## src/rtl/vending_machine_change.sv

```systemverilog
// Vending FSM with configurable price, coin-by-coin change,
// cancel/refund and rejection of coins inserted while busy.
module vending_machine_change #(
  parameter int PRICE    = 3,
  parameter int CREDIT_W = 4
) (
  input  logic                clk,
  input  logic                rst,
  input  logic                C,
  input  logic                R,
  input  logic                cancel,
  output logic                L,
  output logic                change_half,
  output logic                change_one,
  output logic                coin_reject,
  output logic                ready,
  output logic [CREDIT_W-1:0] credit,
  output logic [1:0]          state
);

  typedef enum logic [1:0] {
    IDLE    = 2'b00,
    COLLECT = 2'b01,
    VEND    = 2'b10,
    REFUND  = 2'b11
  } state_t;

  localparam logic [CREDIT_W-1:0] PRICE_W = CREDIT_W'(PRICE);
  localparam logic [CREDIT_W-1:0] ONE_W   = CREDIT_W'(1);
  localparam logic [CREDIT_W-1:0] TWO_W   = CREDIT_W'(2);

  state_t              st_q, st_d;
  logic [CREDIT_W-1:0] credit_q, credit_d;
  logic [CREDIT_W-1:0] sum;
  logic                busy;
  logic                reject_q;

  assign busy = st_q[1];
  assign sum  = credit_q + CREDIT_W'(C)
              + CREDIT_W'({R, 1'b0});

  // State, credit and reject registers
  always_ff @(posedge clk) begin
    if (rst) begin
      st_q     <= IDLE;
      credit_q <= '0;
      reject_q <= 1'b0;
    end else begin
      st_q     <= st_d;
      credit_q <= credit_d;
      reject_q <= busy & (C | R);
    end
  end

  // Next state and next credit
  always_comb begin
    st_d     = st_q;
    credit_d = credit_q;
    unique case (st_q)
      IDLE, COLLECT: begin
        credit_d = sum;
        if (sum >= PRICE_W)
          st_d = VEND;
        else if (cancel && sum != '0)
          st_d = REFUND;
        else if (sum != '0)
          st_d = COLLECT;
        else
          st_d = IDLE;
      end
      VEND: begin
        credit_d = credit_q - PRICE_W;
        st_d = (credit_q > PRICE_W) ? REFUND : IDLE;
      end
      REFUND: begin
        if (credit_q >= TWO_W)
          credit_d = credit_q - TWO_W;
        else
          credit_d = '0;
        st_d = (credit_q > TWO_W) ? REFUND : IDLE;
      end
      default: begin
        st_d     = IDLE;
        credit_d = '0;
      end
    endcase
  end

  assign L           = (st_q == VEND);
  assign change_one  = (st_q == REFUND) && (credit_q >= TWO_W);
  assign change_half = (st_q == REFUND) && (credit_q == ONE_W);
  assign coin_reject = reject_q;
  assign ready       = ~busy;
  assign credit      = credit_q;
  assign state       = st_q;

endmodule
```

## config.mk

```make
export PLATFORM = sky130hd
export DESIGN_NAME = vending_machine_change
export DESIGN_NICKNAME = d
export VERILOG_FILES = /design/src/rtl/vending_machine_change.sv
export SDC_FILE = /design/constraint.sdc
export NUM_CORES = 1
export LEC_CHECK = 0
export CAP_MARGIN = 20
export CORE_AREA = 2 2 39 41
export CTS_BUF_LIST = sky130_fd_sc_hd__clkbuf_2
export CTS_CLUSTER_DIAMETER = 200
export DETAILED_ROUTE_END_ITERATION = 10
export DIE_AREA = 0 0 41 43
export PLACE_DENSITY = 0.76
export SLEW_MARGIN = 25
export SYNTH_ARGS = -nofsm -noshare
export SYNTH_HDL_FRONTEND = slang
export SYNTH_SLANG_ARGS = --single-unit
```

## constraint.sdc

```tcl
create_clock -name clk -period 3.1 [get_ports clk]
set_clock_uncertainty 0.05 [all_clocks]
set_input_delay 0.31 -clock clk [delete_from_list [all_inputs] [get_ports clk]]
set_output_delay 0.31 -clock clk [all_outputs]
set_load 0.02 [all_outputs]
```

## Yosys cells after proc, flatten, opt, wreduce, memory -nomap -nowiden

Cells that the tools add are included.

| storage, ports and cells | value |
|---|---|
| bits in registers | 7 |
| bits in latches | 0 |
| bits in writable memories | 0 |
| memory bits (read-only) | 0 |
| input port bits | 5 |
| output and inout port bits | 11 |
| logic and storage cells | 32 |
| memories kept | 0 |

| operators by class | value |
|---|---|
| add/subtract/negate cells | 4 |
| multiply operators | 0 |
| div/mod/pow operators | 0 |
| magnitude comparators | 4 |
| equal/unequal tests | 4 |
| shifts and indexed selects | 0 |
| multiplexer cells | 8 |
| bitwise gates (word level) | 3 |
| reduce and logical (&&, ||, !) cells | 6 |

Operators by type and width:

| kind | count |
|---|---|
| 4-bit one-hot mux with 3 select lines | 1 |
| 4-bit by 2-bit >= comparator with 1-bit output (second input constant) | 2 |
| 4-bit by 2-bit > comparator with 1-bit output (second input constant) | 2 |
| 2-bit two-way mux | 4 |
| 4-bit by 2-bit subtractor with 4-bit output (second input constant) | 2 |
| 2-bit one-hot mux with 3 select lines | 1 |
| 4-bit by 1-bit adder with 4-bit output | 1 |
| 4-bit by 2-bit adder with 4-bit output | 1 |
| 2-bit equality test (second input constant) | 2 |
| 4-bit by 1-bit equality test with 1-bit output (second input constant) | 1 |
| 4-bit two-way mux | 1 |
| 4-bit nonzero test | 1 |
| 1-bit logical AND | 3 |
| 2-bit by 1-bit equality test with 1-bit output (second input constant) | 1 |
| 2-bit logical NOT | 1 |
| 2-bit OR reduction | 1 |
| 1-bit bitwise AND | 1 |
| 1-bit two-way mux | 1 |
| 1-bit inverter | 1 |
| 1-bit bitwise OR | 1 |

## Depth between registers and ports, before layout

| logic depth | value |
|---|---|
| word-level depth | 7 |
| gate-level depth with buffers | 6 |
| depth with buffers taken out | 6 |

## Worst setup path after synthesis

No wires, ideal clock.

| timing | value |
|---|---|
| path kind | register to register |
| start point | register credit_q[0], in the netlist credit[0] |
| end point | register st_q[0], in the netlist state[0] |
| setup time | 116 ps |
| data arrival time | 1776 ps |
| required time | 2934 ps |
| path slack | 1158 ps |
| cell stages (with the launch flop) | 7 |
| buffers on the path | 0 |
| clock period less this slack | 1942 ps |
| path through | dfxtp_1 ha_1 inv_1 fa_1 xor2_1 nor2_1 a31o_2 |

| on the way | value |
|---|---|
| cells in the longest elaborated chain, start to end | 7 |
| elaborated cells between the ends (all ways) | 13 |
| classes of those cells | 2 x add/sub; 3 x order compare; 6 x mux; 2 x reduce/logical |

Ends and longest elaborated chain:

| element | line | text |
|---|---|---|
| from (decl) | 33 | `logic [CREDIT_W-1:0] credit_q, credit_d;` |
| from (signal assigned) | 50 | `credit_q <= credit_d;` |
| 4-bit by 1-bit adder with 4-bit output | 39 | `assign sum = credit_q + CREDIT_W'(C)` |
| 4-bit by 2-bit adder with 4-bit output | 40 | `+ CREDIT_W'({R, 1'b0});` |
| 4-bit nonzero test | 64, 66 |  |
| 1-bit two-way mux or 1-bit logical AND (tied branches) | 66, 64 |  |
| 2-bit two-way mux | 64 | `else if (cancel && sum != '0)` |
| 2-bit two-way mux | 62 | `if (sum >= PRICE_W)` |
| 2-bit one-hot mux with 3 select lines * | 59 | `unique case (st_q)` |
| to (signal assigned) | 49 | `st_q <= st_d;` |
| to (decl) | 32 | `state_t st_q, st_d;` |

Mark *: on every way between the ends. The rest lies on a longest branch, timed or not.
A chain may end at the register's enable or synchronous reset.

## Final worst setup path

| timing | value |
|---|---|
| start point | register credit_q[0], in the netlist credit[0] |
| end point | output port change_one |

| on the way | value |
|---|---|
| cells in the longest elaborated chain, start to end | 2 |

Ends and longest elaborated chain:

| element | line | text |
|---|---|---|
| 4-bit by 2-bit >= comparator with 1-bit output | 90 | `assign change_one = (st_q == REFUND) && (credit_q >= TWO_W);` |
| 1-bit logical AND | 90 |  |
| to (decl) | 14 | `output logic change_one,` |

Every way passes these cells.

==> run_results.csv <==
group,metric,value,unit
status,status,"complete, no violations",
synthesis,synth_mux_area_frac,0.0168,
synthesis,synth_area,597,sq um
worst_setup_path,crit_type,"reg2out",
clock_network,clk_latency,0.23,ns
worst_setup_path,cp-start-kind,"flip-flop",
timing,finalCritPeriodShare,0.826,
synthesis,synthAdderAreaFrac,0.197,
final_layout,final_nets,99,
global_route,grt_usage,0.180,
timing,final.setup.tns,0,ns
final_layout,drive_gt1_frac,0.118,
die,dieHeight,43,microns
final_layout,syn_to_final_growth,28.5,%
detailed_routing,wl_met1,641,microns
die,die_x,41,microns
final_layout,layout_common_cells,"clkdlybuf4s50_1, inv_1, ha_1, dfxtp_1, nor2_1",
synthesis,syn_area_per_cell,8.65,sq um
synthesis,synth_cell_types,34,
synthesis,syn-num-nets,82,
detailed_routing,drc_errors,0,
die,die-area,1760,sq um
final_layout,nFillCells,131,
worst_setup_path,worst_path_max_delay_cell,"clkdlybuf4s50_1",
detailed_routing,dr.pass1.iters,4,
clock_network,cts_tree,"yes",
detailed_routing,top_layer_used,"met3",
worst_setup_path,endpoint_kind,"primary output",
timing,fin_crit,2.56,ns
synthesis,synth_cells,69,
global_route,grt_max_degree,12,
detailed_routing,wl_met3,33,microns
timing,worst_pin_slew,0.449,ns
run,cap_viol_max_count,0,
synthesis,synth_compound_area_frac,0.205,
clock_network,ctsResizeCount,0,
worst_hold_path,hold_path.class,"reg2reg",
power_and_ir_drop,power.leakage,0.000332,uW
placed_design,numPortBuffers,15,
final_layout,multi_input_area,407,sq um
clock_network,htree_levels,1,
final_layout,final_common_cell,"clkdlybuf4s50_1",
detailed_routing,wl_met2,655,microns
timing,timing.fmax,390,MHz
global_route,antenna_found_initial,0,
detailed_routing,routedWlPerCell,13.2,microns
timing,rsz0062_at_grt,"false",
timing,hold_viol,0,
clock_network,cts-hold-fix-buffers,0,
final_layout,n_antenna_cell,0,
final_layout,regArea,140,sq um
global_route,grt_pass1_wl,2240,microns
detailed_routing,wl,1330,microns
die,core_area,1380,sq um
detailed_routing,drtIter0Drc,20,
clock_network,cts.sinks,7,
timing,relSlewSlack,0.701,
global_route,grt_pass1_vias,544,
clock_network,clockRootBuffer,"clkbuf_2",
worst_setup_path,max_stage_delay,0.53,ns
worst_setup_path,crit_family,"simple AND/OR/NAND/NOR gates",
synthesis,synth_top_family_by_area,"simple AND/OR/NAND/NOR gates",
worst_setup_path,path_cells,"inv_1 > ha_1 > or4_4 > and2_2 > clkdlybuf4s50_1",
worst_setup_path,crit_buf_inv,2,
clock_network,clk_pin_slew,0.08,ns
worst_setup_path,cp.required,2.74,ns
die,start_util,0.431,
detailed_routing,via_per_inst,5.57,
power_and_ir_drop,power_density,1050,nW/um^2
worst_setup_path,worst-path-max-fanout,8,
placed_design,place_ws,0.816,ns
synthesis,ys_seq_elements,7,
synthesis,synthTopCellsByArea,"dfxtp_1, ha_1, inv_1",
synthesis,yosysTopAreaCell,"dfxtp_1",
synthesis,yosys.area_share.simple,0.218,
die,pin_count,16,
power_and_ir_drop,vdd_drop_max,0.000352,V
global_route,overflow,0,
placed_design,routabilityCongestion,0.819,
detailed_routing,vias,563,
synthesis,ys_seq_area_frac,0.235,
placed_design,place_hpwl,992,microns
detailed_routing,final_antenna_net_count,0,
worst_setup_path,crit_arrival,2.20,ns
synthesis,synth_top_area_frac,0.235,
timing,holdWs,0.641,ns
timing,slew_viol_final,0,
synthesis,synth_xor_xnor_area_share,0.0440,
synthesis,yosys_warnings,0,
clock_network,clockBufferDepth,2,
timing,setup_slack,0.538,ns
die,core.rowCount,14,
timing,finalSetupViolCount,0,
clock_network,cts_buffers,3,
clock_network,post-cts-setup-buffer-count,0,
-- worst paths after layout --
check / from / depth (start not counted) / end / slack, ns
max: credit[0] / 5 / change_one / 0.54
min: credit[0] / 2 / credit[0] / 0.64
max reg2reg: credit[0] / 6 / state[0] / 1.11
min reg2reg: credit[0] / 2 / credit[0] / 0.64
-- synth_stat cells, drive strengths merged --
cell	instances
a31o	2
inv	8
nor3b	1
nor2	5
nand2b	2
and3	1
nor2b	1
o21ai	1
xor2	2
a211oi	3
buf	1
nand3b	3
and2	2
a21o	1
or4	1
or3b	1
o21a	1
clkbuf	2
fa	1
a32oi	1
nand2	2
o211a	1
nand3	1
a2111oi	1
nor3	2
maj3	1
ha	7
xnor2	1
dfxtp	7
a21oi	2
a31oi	3
mux2i	1
-- per-layer routing --
metal	up-vias	track usage
li1	278	-
met2	13	0.256
met4	0	0.107
met5	-	0
met1	272	0.263
met3	0	0
-- metrics by stage --
stage | std cells | utilization | total power [uW] | cell area, sq um
after detailed placement | 97 | 0.540 | 735 | 747
after CTS | 101 | 0.554 | 805 | 767
after global placement | 97 | 0.540 | 726 | 747
after global routing | 101 | 0.554 | 879 | 767
final | 101 | 0.554 | 807 | 767
after floorplan | 69 | - | 571 | 597
-- power by group --
part,switching (uW),internal (uW),total (uW)
Sequential,90.0,128,218
Combinational,262,259,520
Clock,34.0,34.3,68.3
Total,386,421,807
-- registers in the layout, indices dropped and copies added (netlist names) --
register / flops
state: 2
coin_reject: 1
credit: 4
-- area by class of cell --
type | count | share of cell area
Clock buffer | 4 | 0.0261
Inverter | 8 | 0.0392
Multi-Input combinational cell | 51 | 0.530
Sequential cell | 7 | 0.183
Tap cell | 16 | 0.0261
Timing Repair Buffer | 15 | 0.196
-- logic make-up (layout without fill, tap and decap cells) --
family | count (synthesis) | count (layout)
AND/OR/NAND/NOR | 22 | 22
adder cells (fa/ha/maj) | 9 | 9
multiplexers | 1 | 1
AO/OA/AOI/OAI | 16 | 16
flip-flops | 7 | 7
buffers and inverters | 11 | 27
XOR/XNOR | 3 | 3
-- worst register-to-register path, stage by stage (launching register included) --
cell,delay (ns)
dfxtp_1,0.49
ha_1,0.26
inv_1,0.07
fa_1,0.54
xor2_1,0.16
nor2_1,0.06
a31o_2,0.25
Note: power is estimated with default switching activity, not from simulation.
